--- src/rtl/netlist_bist_driver.sv ---
// BIST driver/observer for a combinational netlist slice: an LFSR drives the stimulus buses,
// a MISR compacts the response bus, and the final signature is compared against a golden value.
module netlist_bist_driver #(
    parameter int                WIDTH     = 41,
    parameter int                PAT_COUNT = 256,
    parameter logic [WIDTH-1:0]  POLY      = WIDTH'(41'h9),
    parameter logic [WIDTH-1:0]  LFSR_SEED = WIDTH'(41'h1),
    parameter logic [WIDTH-1:0]  MISR_SEED = WIDTH'(41'h0),
    localparam int               CW        = $clog2(PAT_COUNT + 1)
) (
    input  logic             clk,
    input  logic             rst_n,
    input  logic             start,
    input  logic             abort,
    input  logic [WIDTH-1:0] expected_sig,
    input  logic [WIDTH-1:0] resp_c,
    output logic [WIDTH-1:0] pat_a,
    output logic [WIDTH-1:0] pat_b,
    output logic [WIDTH-1:0] signature,
    output logic [CW-1:0]    pat_cnt,
    output logic             busy,
    output logic             done,
    output logic             pass
);

    // state   | meaning
    // IDLE    | waiting for start, stimulus forced to zero
    // APPLY   | stimulus driven, slice settling for one full cycle
    // CAPTURE | response folded into MISR, LFSR advanced
    // DONE    | run complete, signature and pass held
    typedef enum logic [1:0] {
        IDLE    = 2'd0,
        APPLY   = 2'd1,
        CAPTURE = 2'd2,
        DONE    = 2'd3
    } state_t;

    state_t           state_q, state_d;
    logic [WIDTH-1:0] lfsr_q, lfsr_d;
    logic [WIDTH-1:0] misr_q, misr_d;
    logic [CW-1:0]    cnt_q, cnt_d;
    logic             pass_q, pass_d;
    logic [WIDTH-1:0] misr_next;

    function automatic logic [WIDTH-1:0] shift(input logic [WIDTH-1:0] x);
        return {x[WIDTH-2:0], 1'b0} ^ (x[WIDTH-1] ? POLY : '0);
    endfunction

    always_ff @(posedge clk or negedge rst_n) begin
        if (!rst_n) begin
            state_q <= IDLE;
            lfsr_q  <= '0;
            misr_q  <= '0;
            cnt_q   <= '0;
            pass_q  <= 1'b0;
        end else begin
            state_q <= state_d;
            lfsr_q  <= lfsr_d;
            misr_q  <= misr_d;
            cnt_q   <= cnt_d;
            pass_q  <= pass_d;
        end
    end

    always_comb begin
        state_d   = state_q;
        lfsr_d    = lfsr_q;
        misr_d    = misr_q;
        cnt_d     = cnt_q;
        pass_d    = pass_q;
        misr_next = shift(misr_q) ^ resp_c;
        // abort leaves lfsr/misr/pat_cnt untouched so the failing point stays observable
        if (abort) begin
            state_d = IDLE;
            pass_d  = 1'b0;
        end else begin
            case (state_q)
                IDLE, DONE: begin
                    if (start) begin
                        state_d = APPLY;
                        lfsr_d  = LFSR_SEED;
                        misr_d  = MISR_SEED;
                        cnt_d   = '0;
                        pass_d  = 1'b0;
                    end
                end
                APPLY: state_d = CAPTURE;
                CAPTURE: begin
                    misr_d = misr_next;
                    lfsr_d = shift(lfsr_q);
                    if (cnt_q != CW'(PAT_COUNT)) cnt_d = cnt_q + 1'b1;
                    if (cnt_q == CW'(PAT_COUNT - 1)) begin
                        state_d = DONE;
                        pass_d  = (misr_next == expected_sig);
                    end else begin
                        state_d = APPLY;
                    end
                end
                default: state_d = IDLE;
            endcase
        end
    end

    assign busy      = (state_q == APPLY) || (state_q == CAPTURE);
    assign done      = (state_q == DONE);
    assign pass      = pass_q;
    assign signature = misr_q;
    assign pat_cnt   = cnt_q;
    assign pat_a     = busy ? lfsr_q : '0;
    assign pat_b     = busy ? {lfsr_q[WIDTH-2:0], lfsr_q[WIDTH-1]} : '0;

endmodule

--- config.mk ---
export PLATFORM = sky130hd
export DESIGN_NAME = netlist_bist_driver
export DESIGN_NICKNAME = d
export VERILOG_FILES = /design/src/rtl/netlist_bist_driver.sv
export SDC_FILE = /design/constraint.sdc
export NUM_CORES = 1
export LEC_CHECK = 0
export CAP_MARGIN = 30
export CORE_ASPECT_RATIO = 0.6
export CORE_MARGIN = 2
export CORE_UTILIZATION = 35
export DETAILED_ROUTE_END_ITERATION = 16
export GPL_ROUTABILITY_DRIVEN = 1
export HOLD_SLACK_MARGIN = 0.05
export PLACE_DENSITY_LB_ADDON = 0.08
export SYNTH_ARGS = -nofsm -noshare
export SYNTH_HDL_FRONTEND = slang
export SYNTH_SLANG_ARGS = --single-unit
export TNS_END_PERCENT = 10
--- constraint.sdc ---
create_clock -name clk -period 3.4 [get_ports clk]
set_input_delay 0.34 -clock clk [delete_from_list [all_inputs] [get_ports clk]]
set_output_delay 0.34 -clock clk [all_outputs]
set_load 0.005 [all_outputs]
# Yosys cells after proc, flatten, opt, wreduce, memory -nomap -nowiden
# Cells that the tools add are included.
[word_totals] regBits=94 latch_bits=0 mem_bits_rw=0 rom_bits=0 input_bits=86 out_inout_bits=135 word_cells=47 mem_count=0
[op_classes] add_sub_neg=1 n_mul=0 div_mod_pow=0 magnitude_cmp=0 n_eq_ne=10 shifts=0 mux=19 bitwise=4 reduce_logical=8
[ops] operator="$mux W41" n=4
[ops] operator="$pmux W41 S2" n=2
[ops] operator="$xor A41 B4 Y41" n=2
[ops] operator="$eq A41 B41 Y1" n=1
[ops] operator="$xor A41 B41 Y41" n=1
[ops] operator="$mux W9" n=2
[ops] operator="$pmux W9 S2" n=1
[ops] operator="$add A9 B1 Y9 const B" n=1
[ops] operator="$eq A9 B8 Y1 const B" n=1
[ops] operator="$ne A9 B9 Y1 const B" n=1
[ops] operator="$mux W4" n=2
[ops] operator="$mux W2" n=3
[ops] operator="$ne A3 B3 Y1 const B" n=2
[ops] operator="$pmux W2 S3" n=1
[ops] operator="$reduce_and A3 Y1" n=2
[ops] operator="$eq A2 B2 Y1 const B" n=2
[ops] operator="$ne A2 B2 Y1 const B" n=2
[ops] operator="$reduce_and A4 Y1" n=1
[ops] operator="$mux W1" n=3
[ops] operator="$reduce_bool A3 Y1" n=1
[ops] operator="$eq A2 B1 Y1 const B" n=1
[ops] operator="$logic_not A2 Y1" n=1
[ops] operator="$pmux W1 S2" n=1
[ops] operator="$reduce_bool A2 Y1" n=1
[ops] operator="3 further kinds" n=3

# Depth between registers and ports, before layout
# Gate-level depths: netlist (run 1).
[logic_depth] ltp_word=7 mapped_depth=10 ltp_nobuf=10

# Worst setup path before layout (run 1)
# OpenSTA, ideal clock, no wires.
[synth_timing] path_type="register to register" startpoint="register cnt_q[0], in the netlist pat_cnt[0]" endpoint="register pass_q, in the netlist pass" setup_time_ps=123 t_arrival_ps=2013 required_ps=3277 setup_slack_ps=1264 path_stages_with_launch=11 path_buffers=0 period_less_slack_ps=2136 path_cell_list="dfrtp_1 > ha_1 > and3_1 > and3_1 > and3_1 > ha_1 > mux2_1 > a21oi_1 > nor4_1 > nand4_1 > o31ai_2"
[synth_between] elab_chain_cells=3
[synth_rtl] item="start, declared" line_no="41" text="logic [CW-1:0] cnt_q, cnt_d;"
[synth_rtl] item="start signal, assigned" line_no="60" text="cnt_q <= cnt_d;"
[synth_rtl] item="$eq A9 B8 Y1" line_no="92" text="if (cnt_q == CW'(PAT_COUNT - 1)) begin"
[synth_rtl] item="$ne A3 B3 Y1 (no source line)"
[synth_rtl] item="$reduce_and A3 Y1 (no source line)"
[synth_rtl] item="end signal, assigned" line_no="61" text="pass_q <= pass_d;"
[synth_rtl] item="end, declared" line_no="42" text="logic pass_q, pass_d;"
# No other way between the ends.
# A chain may end at the register's enable or synchronous reset.

# Worst setup path in the final report (run 1)
[layout_timing] startpoint="register state_q[0]" endpoint="register misr_q[34], in the netlist signature[34]"
[layout_between] elab_chain_cells=4 word_cells_on_any_way=8 classes_between="3 x eq/ne; 1 x mux; 4 x reduce/logical"
[layout_rtl] item="start, declared" line_no="38" text="state_t state_q, state_d;"
[layout_rtl] item="start signal, assigned" line_no="57" text="state_q <= state_d;"
[layout_rtl] item="$eq A2 B2 Y1 or $logic_not A2 Y1 (tied branches)" line_no="77" text="case (state_q)"
[layout_rtl] item="$reduce_or A2 Y1" line_no="77"
[layout_rtl] item="$ne A2 B2 Y1 (no source line) or $reduce_bool A2 Y1 (tied branches)"
[layout_rtl] item="$reduce_and A3 Y1 (no source line)"
[layout_rtl] item="end signal, assigned" line_no="59" text="misr_q <= misr_d;"
[layout_rtl] item="end, declared" line_no="40" text="logic [WIDTH-1:0] misr_q, misr_d;"
# Parallel ways exist; a longest one is shown, timed or not.

==> results of run 1 <==
==> final timing paths <==
check | slack, ps | cells past startpoint | end | from
worst min-delay path | 470 | 2 | signature[12] | rst_n
worst max-delay path | 750 | 8 | signature[34] | state_q[0]
min in group clk | 490 | 2 | pass | pass
worst min register to register | 490 | 2 | pass | pass
max in group asynchronous | 2300 | 3 | signature[2] | rst_n
worst max register to register | 750 | 8 | signature[34] | state_q[0]
==> area by class of cell <==
type | instances | area, sq um | share of cell area (%)
inverter | 11 | 41.3 | 0.529
timing repair buffer | 228 | 2280 | 29.2
multi-input combinational | 429 | 2580 | 33.1
clock buffer | 9 | 225 | 2.89
clock inverter | 7 | 71.3 | 0.914
tap | 203 | 254 | 3.25
sequential | 94 | 2350 | 30.1
==> critical path: stages, from the launching register on <==
cell      delay (ps)
dfrtp_1          420
inv_1             70
ha_2             320
buf_4            390
nand2b_1         250
nand2b_4         540
buf_4            390
nand2_1           80
o31ai_1           70
==> metrics by stage <==
step | instance area, sq um | instances
2_1_floorplan | 5390 | 607
3_3_place_gp | 7470 | 963
3_5_place_dp | 7500 | 964
4_1_cts | 7810 | 981
5_1_grt | 7810 | 981
6_report | 7810 | 981
==> cells in the final DEF (no fill, tap or decap), drive strengths merged, types with 2 or more instances in the layout <==
| cell | count |
|---|---|
| ha | 7 |
| a21oi | 3 |
| nor4b | 2 |
| o31ai | 16 |
| xor2 | 55 |
| o21ai | 8 |
| o22ai | 2 |
| nor2 | 9 |
| buf | 8 |
| mux2 | 3 |
| dfrtp | 94 |
| nor4 | 6 |
| clkdlybuf4s50 | 219 |
| clkbuf | 9 |
| xnor2 | 30 |
| nand4 | 8 |
| nand3 | 68 |
| nand2 | 155 |
| clkinv | 4 |
| and3 | 5 |
| nand2b | 2 |
| inv | 13 |
| nor2b | 42 |
==> sequential cells by signal, indices dropped and copies added (netlist names) <==
name and count:
state_q 2, pass 1, pat_cnt 9, signature 41, lfsr_q 41
==> routing by layer <==
metal | wire [um] | up-vias | GRT usage (%) | share of wire (%)
met2 | 6790 | 148 | 28.6 | 43
met1 | 7950 | 2219 | 29.9 | 50
met3 | 1060 | 11 | 4.79 | 6.6
li1 | - | 2265 | - | -
met4 | 147 | 0 | 4.05 | 0.92
met5 | 0 | - | 0 | 0
==> where the power goes <==
part / leakage, nW / switching [mW] / internal [mW]
Clock: 0.150 / 0.447 / 0.573
Combinational: 2.05 / 0.355 / 0.275
Sequential: 1.31 / 0.0404 / 1.15
Total: 3.51 / 0.843 / 2.00
==> logic make-up after synthesis <==
kind of cell | synth area share, %
DFF | 43.6
adders and majority gates | 1.63
AOI/OAI and AO/OA | 4.53
and+or+nand+nor | 26.4
buffers and inverters | 8.80
xor gates and xnor gates | 14.4
muxes | 0.627
==> repair_timing <==
action                                 in CTS  in global routing
setup buffers                               0                  0
endpoints found under the hold margin      29                  0
hold buffers                                1                  0
==> summary.txt, run 1 <==
Timing
  – Fin Clk Skew: 8.65 ps
  – Post-layout min period: ~2600 ps
  – RSZ-0062 raised after global routing: false
  – # setup viols final: 0
  – Setup TNS: 0 ps
  – Worst Setup Slack, final: 753 ps
  – FMAX: 378 MHz
  – Period utilization: 77.9%
  – Relative slew slack: 49.8%
  – Final Max Tran Viols: 0
  – Hold WS: 474 ps
  – Worst Tran Pin Value: approximately 750 ps
  – Final hold vios: 0

Logic synthesis
  – Post-synth ARST share: 100%
  – Distinct cells, synth: 38
  – Register area share after synthesis: 43.6%
  – Primary FF master, synth: dfrtp_1
  – Synth cell count leaders: nand2_1, dfrtp_1, nand3_1
  – Mapped Nets: 700
  – Mapped Area: 0.00539 sq mm
  – Post-synthesis cell count: 607
  – Top cells by area, synth: dfrtp_1, nand2_1, xor2_1, nand3_1, buf_4
  – Synth warn: 0
  – Yosys reg bits: 94
  – Mean post-synth cell area: 8.88 sq um
  – Count leader, synth: nand2_1
  – EDFF count, synth: 0
  – Synth area leader: dfrtp_1
  – Area share of the leading cell type in the synthesized netlist: a little over two fifths

Setup path
  – CP Data Arrival Time: 2880 ps
  – Worst-path maximum fanout: 55
  – Nature of the critical path startpoint: flop
  – Worst Setup End Kind: flop
  – Worst Path Required: between 3000 and 4000 ps
  – Critical path class: flop to flop

Drt
  – Via count: 4643
  – Post-DRT Antenna Nets: 0
  – DR vias/cell: approximately 4.7
  – Avg WL per Cell: 16.2 um
  – Drt total wl: 15900 um
  – TritonRoute pass-1 iters: 4
  – Number of remaining DRC errors: 0
  – Iter 0 DRT Violations: about 240

CTS
  – Clk_lat worst skew: 340 ps
  – Post-CTS Resized: 0
  – TritonCTS clock tree: yes
  – H-tree levels: 3
  – Clock Tree Buf Depth: 2
  – CTS clk-pin slew, worst paths: ~70 ps
  – Clock Sinks: 94
  – CTS Root Cell: clkbuf_16
  – CTS buffer count: 9

Final layout
  – Net count, final: between 800 and 900
  – Area Overhead vs Synth: 44.9%
  – N_diodes: 0
  – FILL cells: 1422
  – Layout cells sized above 1: 5.14%
  – Final core utilization: 51.4%

Global routing
  – Global-route wire length before repair: 25000 um
  – Gr usage total: 19.8%
  – Initial antenna violation count: 0
  – GRT Residual Overflow: 0
  – Largest net degree at the start of global routing: 60
  – Vias in the first global route: 4558

Place
  – Input/output buffers: 220
  – DP Worst Slack: about 740 ps
  – GPL Wtd Cong: 0.827
  – Post-detail-place hpwl: 12000 um

Floorplanning
  – # rows: 35
  – Chip width: 164 um
  – Initial Utilization: 35.5%
  – Die Area: around 0.016 sq mm
  – Core area: 0.0152 sq mm
  – Die Ht: 100 um
  – Ports: 221

Outcome
  – Status: completed

Power
  – Pwr/cell area: 365 mW/mm^2
  – Worst vdd ir: around 210 uV
  – Leak: approximately 3.5 nW
  – Final Power: 2.85 mW

Job
  – Maxcap violations: 0

Hold path
  – Hold WC Path Type: input pin to async pin
Power figures use the tool's default switching activity.
==> inputs of run 2 (changes only) <==
clock period = 2.5 ns   (was 3.4 ns; I/O delays follow)
==> run 2 against run 1 <==
  * Sequential power rose by 35%
  * Core utilization up 0.34 points
  * Worst setup slack worse by 680 ps
  * Flip-flop and latch count stayed put
  * Cell count up 0.31%
  * Critical path depth shrank 3
  * Count of clock-buffer cells in the layout rose by 1
  * Design area increased by 0.66%
  * Critical path type is now flop to output pin
  * Largest power group unchanged
==> summary.txt, run 2 (synthesis results as in run 1) <==
Floorplanning
  – # rows: 35 (unchanged)
  – Ports: 221 (unchanged)
  – Initial Utilization: 35.5% (unchanged)
  – Chip width: 164 um (unchanged)
  – Die Ht: 100 um (unchanged)
  – Die Area: 0.0164 sq mm (unchanged)
  – Core area: 0.0152 sq mm (unchanged)

Place
  – GPL Wtd Cong: 0.837 (was 0.827)
  – Post-detail-place hpwl: 12100 um (was 12000 um)
  – Input/output buffers: 220 (unchanged)
  – DP Worst Slack: 176 ps (was 741 ps)
  – Post-DP Area: 0.00755 sq mm (was 0.00750 sq mm)
  – Placed insts: 968 (was 964)

Setup path
  – Reg2reg start: pat_cnt[0] (was state_q[0])
  – CP Launch Point: state_q[0] (unchanged)
  – Largest delay contributor family on the critical path: buffers and inverters (was simple AND/OR/NAND/NOR gates)
  – Worst Path Buf+Inv: 3 (unchanged)
  – Setup slack, reg-to-reg: 190 ps (was 750 ps)
  – CP Depth: 5 (was 8)
  – Critical-path top delay cell: clkdlybuf4s50_1 (was nand2b_4)
  – CP Cell Sequence: inv_1 -> ha_2 -> buf_12 -> nor2b_1 -> clkdlybuf4s50_1 (was inv_1 -> ha_2 -> buf_4 -> nand2b_1 -> nand2b_4 -> buf_4 -> nand2_1 -> o31ai_1)
  – Reg-to-reg endpoint: pass (was signature[34])
  – Crit path largest cell delay: 560 ps (was 540 ps)
  – CP endpoint: pat_b[38] (was signature[34])
  – Worst Setup End Kind: output pin (was flop)
  – Nature of the critical path startpoint: flop (unchanged)
  – R2R depth: 10 (was 8)
  – Worst-path maximum fanout: 42 (was 55)
  – Worst Path Required: 2250 ps (was 3640 ps)
  – Critical path class: flop to output pin (was flop to flop)
  – CP Data Arrival Time: 2180 ps (was 2880 ps)

Drt
  – Iter 0 DRT Violations: 304 (was 241)
  – TritonRoute pass-1 iters: 4 (unchanged)
  – Number of remaining DRC errors: 0 (unchanged)
  – Avg WL per Cell: 16.5 um (was 16.2 um)
  – DR vias/cell: 4.74 (was 4.73)
  – Post-DRT Antenna Nets: 0 (unchanged)
  – Drt total wl: 16200 um (was 15900 um)
  – Via count: 4661 (was 4643)

Timing
  – Final hold vios: 0 (unchanged)
  – Fin Clk Skew: 9.64 ps (was 8.65 ps)
  – Worst Setup Slack, final: 73.3 ps (was 753 ps)
  – Setup TNS: 0 ps (unchanged)
  – # setup viols final: 0 (unchanged)
  – Worst Tran Pin Value: 692 ps (was 751 ps)
  – Post-layout min period: ~2400 ps
  – FMAX: 412 MHz
  – Period utilization: 97.1%
  – Relative slew slack: 53.9% (was 49.8%)
  – RSZ-0062 raised after global routing: false (unchanged)
  – Final Max Tran Viols: 0 (unchanged)

Outcome
  – Status: completed (unchanged)

Global routing
  – Gr usage total: 20.3% (was 19.8%)
  – Global-route wire length before repair: 25700 um (was 25000 um)
  – Largest net degree at the start of global routing: 51 (was 60)
  – Initial antenna violation count: 0 (unchanged)
  – Vias in the first global route: 4669 (was 4558)
  – GRT Residual Overflow: 0 (unchanged)

Hold path
  – Hold WC Path Type: flop to flop (was input pin to async pin)

Final layout
  – Most frequent cells in the layout: clkdlybuf4s50_1, nand2_1, dfrtp_1, nand3_1, xor2_1 (unchanged)
  – FILL cells: 1403 (was 1422)
  – Fin cells: 984 (was 981)
  – Final Cell Area: 0.00786 sq mm (was 0.00781 sq mm)
  – Layout cells sized above 1: 5.76% (was 5.14%)
  – N_diodes: 0 (unchanged)
  – Commonest non-fill, non-tap cell in the layout: clkdlybuf4s50_1 (unchanged)
  – Area Overhead vs Synth: 45.8% (was 44.9%)
  – Net count, final: 870 (was 866)

CTS
  – TritonCTS clock tree: yes (unchanged)
  – CTS Root Cell: clkbuf_16 (unchanged)
  – Clock Sinks: 94 (unchanged)
  – Clk_lat worst skew: 340 ps (about the same)
  – Clock Tree Buf Depth: 2 (unchanged)
  – CTS clk-pin slew, worst paths: 70 ps (about the same)
  – H-tree levels: 3 (unchanged)
  – CTS buffer count: 9 (unchanged)

Power
  – Pwr/cell area: 496 mW/mm^2 (was 365 mW/mm^2)
  – Leak: 3.52 nW (was 3.51 nW)
  – Final Power: 3.90 mW (was 2.85 mW)
  – Worst vdd ir: 262 uV (was 213 uV)

Job
  – Maxcap violations: 0 (unchanged)
==> run 2: metrics by stage <==
step | hold slack, ps | utilization, %
6_report | 485 | 51.7
4_1_cts | 489 | 51.6
5_1_grt | 517 | 51.7
3_5_place_dp | 337 | 49.7
3_3_place_gp | 329 | 49.7
2_1_floorplan | -45.6 | -
==> run 2: how the worst min path moves through the flow <==
stage	start	endpoint	slack, ps	depth (start not counted)
floorplan	rst_n	lfsr_q[0]	-50	0
global placement	rst_n	signature[12]	330	1
detailed placement	rst_n	signature[12]	340	1
CTS	lfsr_q[24]	lfsr_q[24]	490	2
global route	lfsr_q[36]	lfsr_q[36]	520	2
finish	lfsr_q[24]	lfsr_q[24]	490	2
==> run 2: metal layers <==
layer  track usage [%]  vias to the layer above  wire [um]
met4              4.32                        0        166
met3              4.05                       12        907
met2              29.6                      156       6820
met1              31.0                     2221       8330
met5                 0                        -          0
li1                  -                     2272          -
==> run 2: cell type report <==
class                      count  area [sq um]  share of cell area (%)
multi-input combinational    429          2590                    33.0
sequential                    94          2350                    29.9
timing repair buffer         232          2330                    29.6
tap                          203           254                    3.23
clock buffer                  10           229                    2.91
clock inverter                 5          58.8                   0.748
inverter                      11          41.3                   0.525
==> run 2: worst min-delay path, cell delays in order, from the launching register on <==
cell and delay (ps):
dfrtp_1 360, nand2_1 50, nand2_1 50
==> run 2: where the power goes <==
| group | switching, mW | internal (mW) |
|---|---|---|
| sequential | 0.0541 | 1.57 |
| combinational | 0.501 | 0.400 |
| clock | 0.601 | 0.773 |
==> run 2: timing repair <==
action | 4_1_cts | 5_1_grt
hold buffers | 1 | 0
hold endpoints to repair | 48 | 0
setup buffers | 0 | 0
setup endpoints to repair | 0 | 2
gates resized for setup | 0 | 3
==> inputs of run 3 (changes only) <==
CORE_MARGIN = not set   (was 2)
REMOVE_ABC_BUFFERS = 1   (was not set)
==> run 3 against run 2 <==
  * Sequential power hardly changed
  * Core utilization rose by 1.8 points
  * Register-to-register slack better by 20 ps
  * Sequential share of layout area down 0.17 points
  * Worst setup slack better by 76 ps
  * Critical endpoint is now pat_b[6]
  * Clock skew increased by 1.1 ps
  * Via count is essentially flat
  * Largest power group unchanged
  * Non-clock buffer count increased by 2
  * Design area up 0.57%
  * Maximum frequency grew 3.2%
  * Die area fell by 3.2%
==> summary.txt, run 3 (synthesis results as in run 1) <==
CTS
  – CTS clk-pin slew, worst paths: 70 ps (about the same)
  – Clk_lat worst skew: 340 ps (about the same)
  – TritonCTS clock tree: yes (unchanged)
  – Clock Sinks: 94 (unchanged)
  – CTS buffer count: 9 (unchanged)
  – H-tree levels: 3 (unchanged)
  – Clock Tree Buf Depth: 2 (unchanged)
  – CTS Root Cell: clkbuf_16 (unchanged)

Setup path
  – Worst Setup End Kind: output pin (unchanged)
  – Critical path class: flop to output pin (unchanged)
  – Worst-path maximum fanout: 30 (was 42)
  – CP Data Arrival Time: 2100 ps (was 2180 ps)
  – Nature of the critical path startpoint: flop (unchanged)
  – Worst Path Required: 2250 ps (about the same)

Place
  – Post-DP Area: 0.00758 sq mm (was 0.00755 sq mm)
  – DP Worst Slack: 134 ps (was 176 ps)
  – GPL Wtd Cong: 0.814 (was 0.837)
  – Input/output buffers: 220 (unchanged)
  – Post-detail-place hpwl: 11500 um (was 12100 um)
  – Placed insts: 963 (was 968)

Timing
  – FMAX: 425 MHz (was 412 MHz)
  – Final hold vios: 0 (unchanged)
  – Period utilization: 94.0% (was 97.1%)
  – Worst Setup Slack, final: 150 ps (was 73.3 ps)
  – Fin Clk Skew: 10.8 ps (was 9.64 ps)
  – Setup TNS: 0 ps (unchanged)
  – RSZ-0062 raised after global routing: false (unchanged)
  – Worst Tran Pin Value: 615 ps (was 692 ps)
  – Hold WS: 446 ps (was 485 ps)
  – Relative slew slack: 59.0% (was 53.9%)
  – Post-layout min period: 2350 ps (was 2430 ps)
  – Final Max Tran Viols: 0 (unchanged)
  – # setup viols final: 0 (unchanged)

Drt
  – DR vias/cell: 4.75 (was 4.74)
  – Drt total wl: 15500 um (was 16200 um)
  – TritonRoute pass-1 iters: 4 (unchanged)
  – Post-DRT Antenna Nets: 0 (unchanged)
  – Number of remaining DRC errors: 0 (unchanged)
  – Iter 0 DRT Violations: 289 (was 304)
  – Via count: 4664 (was 4661)
  – Avg WL per Cell: 15.7 um (was 16.5 um)

Final layout
  – Commonest non-fill, non-tap cell in the layout: clkdlybuf4s50_1 (unchanged)
  – Layout cells sized above 1: 6.12% (was 5.76%)
  – Final Cell Area: 0.00790 sq mm (was 0.00786 sq mm)
  – Final core utilization: 53.5% (was 51.7%)
  – FILL cells: 1358 (was 1403)
  – Fin cells: 982 (was 984)
  – Net count, final: 872 (was 870)
  – N_diodes: 0 (unchanged)
  – Most frequent cells in the layout: clkdlybuf4s50_1, nand2_1, dfrtp_1, nand3_1, xor2_1 (unchanged)
  – Area Overhead vs Synth: 46.6% (was 45.8%)

Floorplanning
  – # rows: 34 (was 35)
  – Die Area: 0.0159 sq mm (was 0.0164 sq mm)
  – Chip width: 162 um (was 164 um)
  – Ports: 221 (unchanged)
  – Initial Utilization: 36.5% (was 35.5%)
  – Core area: 0.0148 sq mm (was 0.0152 sq mm)
  – Die Ht: 98.1 um (was 100 um)

Job
  – Maxcap violations: 0 (unchanged)

Power
  – Pint: 2.73 mW (was 2.74 mW)
  – Leak: 3.53 nW (was 3.52 nW)
  – Power share of the clock group: 34.5% (was 35.2%)
  – Combinational power share: 23.4% (was 23.1%)
  – Worst vdd ir: 302 uV (was 262 uV)
  – Switching fraction of total power: 29.4% (was 29.6%)
  – Flop pwr share: 42.2% (was 41.7%)
  – Psw: 1.14 mW (was 1.16 mW)
  – Final Power: 3.86 mW (was 3.90 mW)
  – Pwr/cell area: 489 mW/mm^2 (was 496 mW/mm^2)

Hold path
  – Hold WC Path Type: input pin to async pin (was flop to flop)

Global routing
  – Vias in the first global route: 4597 (was 4669)
  – GRT Residual Overflow: 0 (unchanged)
  – Global-route wire length before repair: 24500 um (was 25700 um)
  – Largest net degree at the start of global routing: 52 (was 51)
  – Initial antenna violation count: 0 (unchanged)
  – Gr usage total: 19.9% (was 20.3%)

Outcome
  – Status: completed (unchanged)
run 3: changes by cell type in the layout (fill, tap and decap cells not counted), sizes merged:
cell      delta
bufinv       -1
clkinvlp     +1
buf          +2
clkbuf       +2
inv          -1
run 3: power by group through the flow:
| stage | registers [mW] | clock network, mW | logic, mW |
|---|---|---|---|
| finish | 1.63 | 1.33 | 0.903 |
| global route | 1.64 | 1.42 | 0.988 |
| CTS | 1.63 | 1.37 | 0.906 |
| detailed placement | 1.66 | 0 | 0.901 |
| global placement | 1.65 | 0 | 0.900 |
| floorplan | 1.65 | 0 | 0.387 |
run 3: worst paths after layout:
| path | cells past startpoint | startpoint | endpoint | slack [ps] |
|---|---|---|---|---|
| setup / recovery | 5 | state_q[0] | pat_b[6] | 150 |
| hold / removal | 2 | rst_n | signature[29] | 450 |
| setup reg to reg | 10 | pat_cnt[0] | pass | 210 |
| hold reg to reg | 2 | lfsr_q[33] | lfsr_q[33] | 490 |
| max in group asynchronous | 3 | rst_n | pat_cnt[8] | 1320 |
| min in group clk | 2 | lfsr_q[33] | lfsr_q[33] | 490 |
run 3: routing by layer:
layer / GRT usage, % / wire [um] / vias up
met5: 0 / 0 / -
met4: 4.79 / 193 / 0
met3: 5.69 / 1240 / 17
met2: 29.9 / 6780 / 164
met1: 28.0 / 7240 / 2205
li1: - / - / 2278
run 3: timing repair:
item / CTS / global route
buffers inserted: 0 / 2
resized for setup: 0 / 4
hold buffers: 1 / 0
hold endpoints to repair: 43 / 0
endpoints found under the setup margin: 0 / 21
run 3: cell type report:
type | instances | area (sq um) | area share (%)
inverters | 11 | 41.3 | 0.522
well taps | 198 | 248 | 3.13
clock buffers | 12 | 256 | 3.25
clock inverters | 4 | 31.3 | 0.396
repair buffers | 234 | 2370 | 30.0
multi-input cells | 429 | 2600 | 32.9
flip-flops and latches | 94 | 2350 | 29.8
run 3: worst max-delay path: stages, from the launching register on:
cell and delay (ps):
dfrtp_1 430, inv_1 100, ha_4 340, buf_6 200
nor2b_1 170, clkdlybuf4s50_1 530
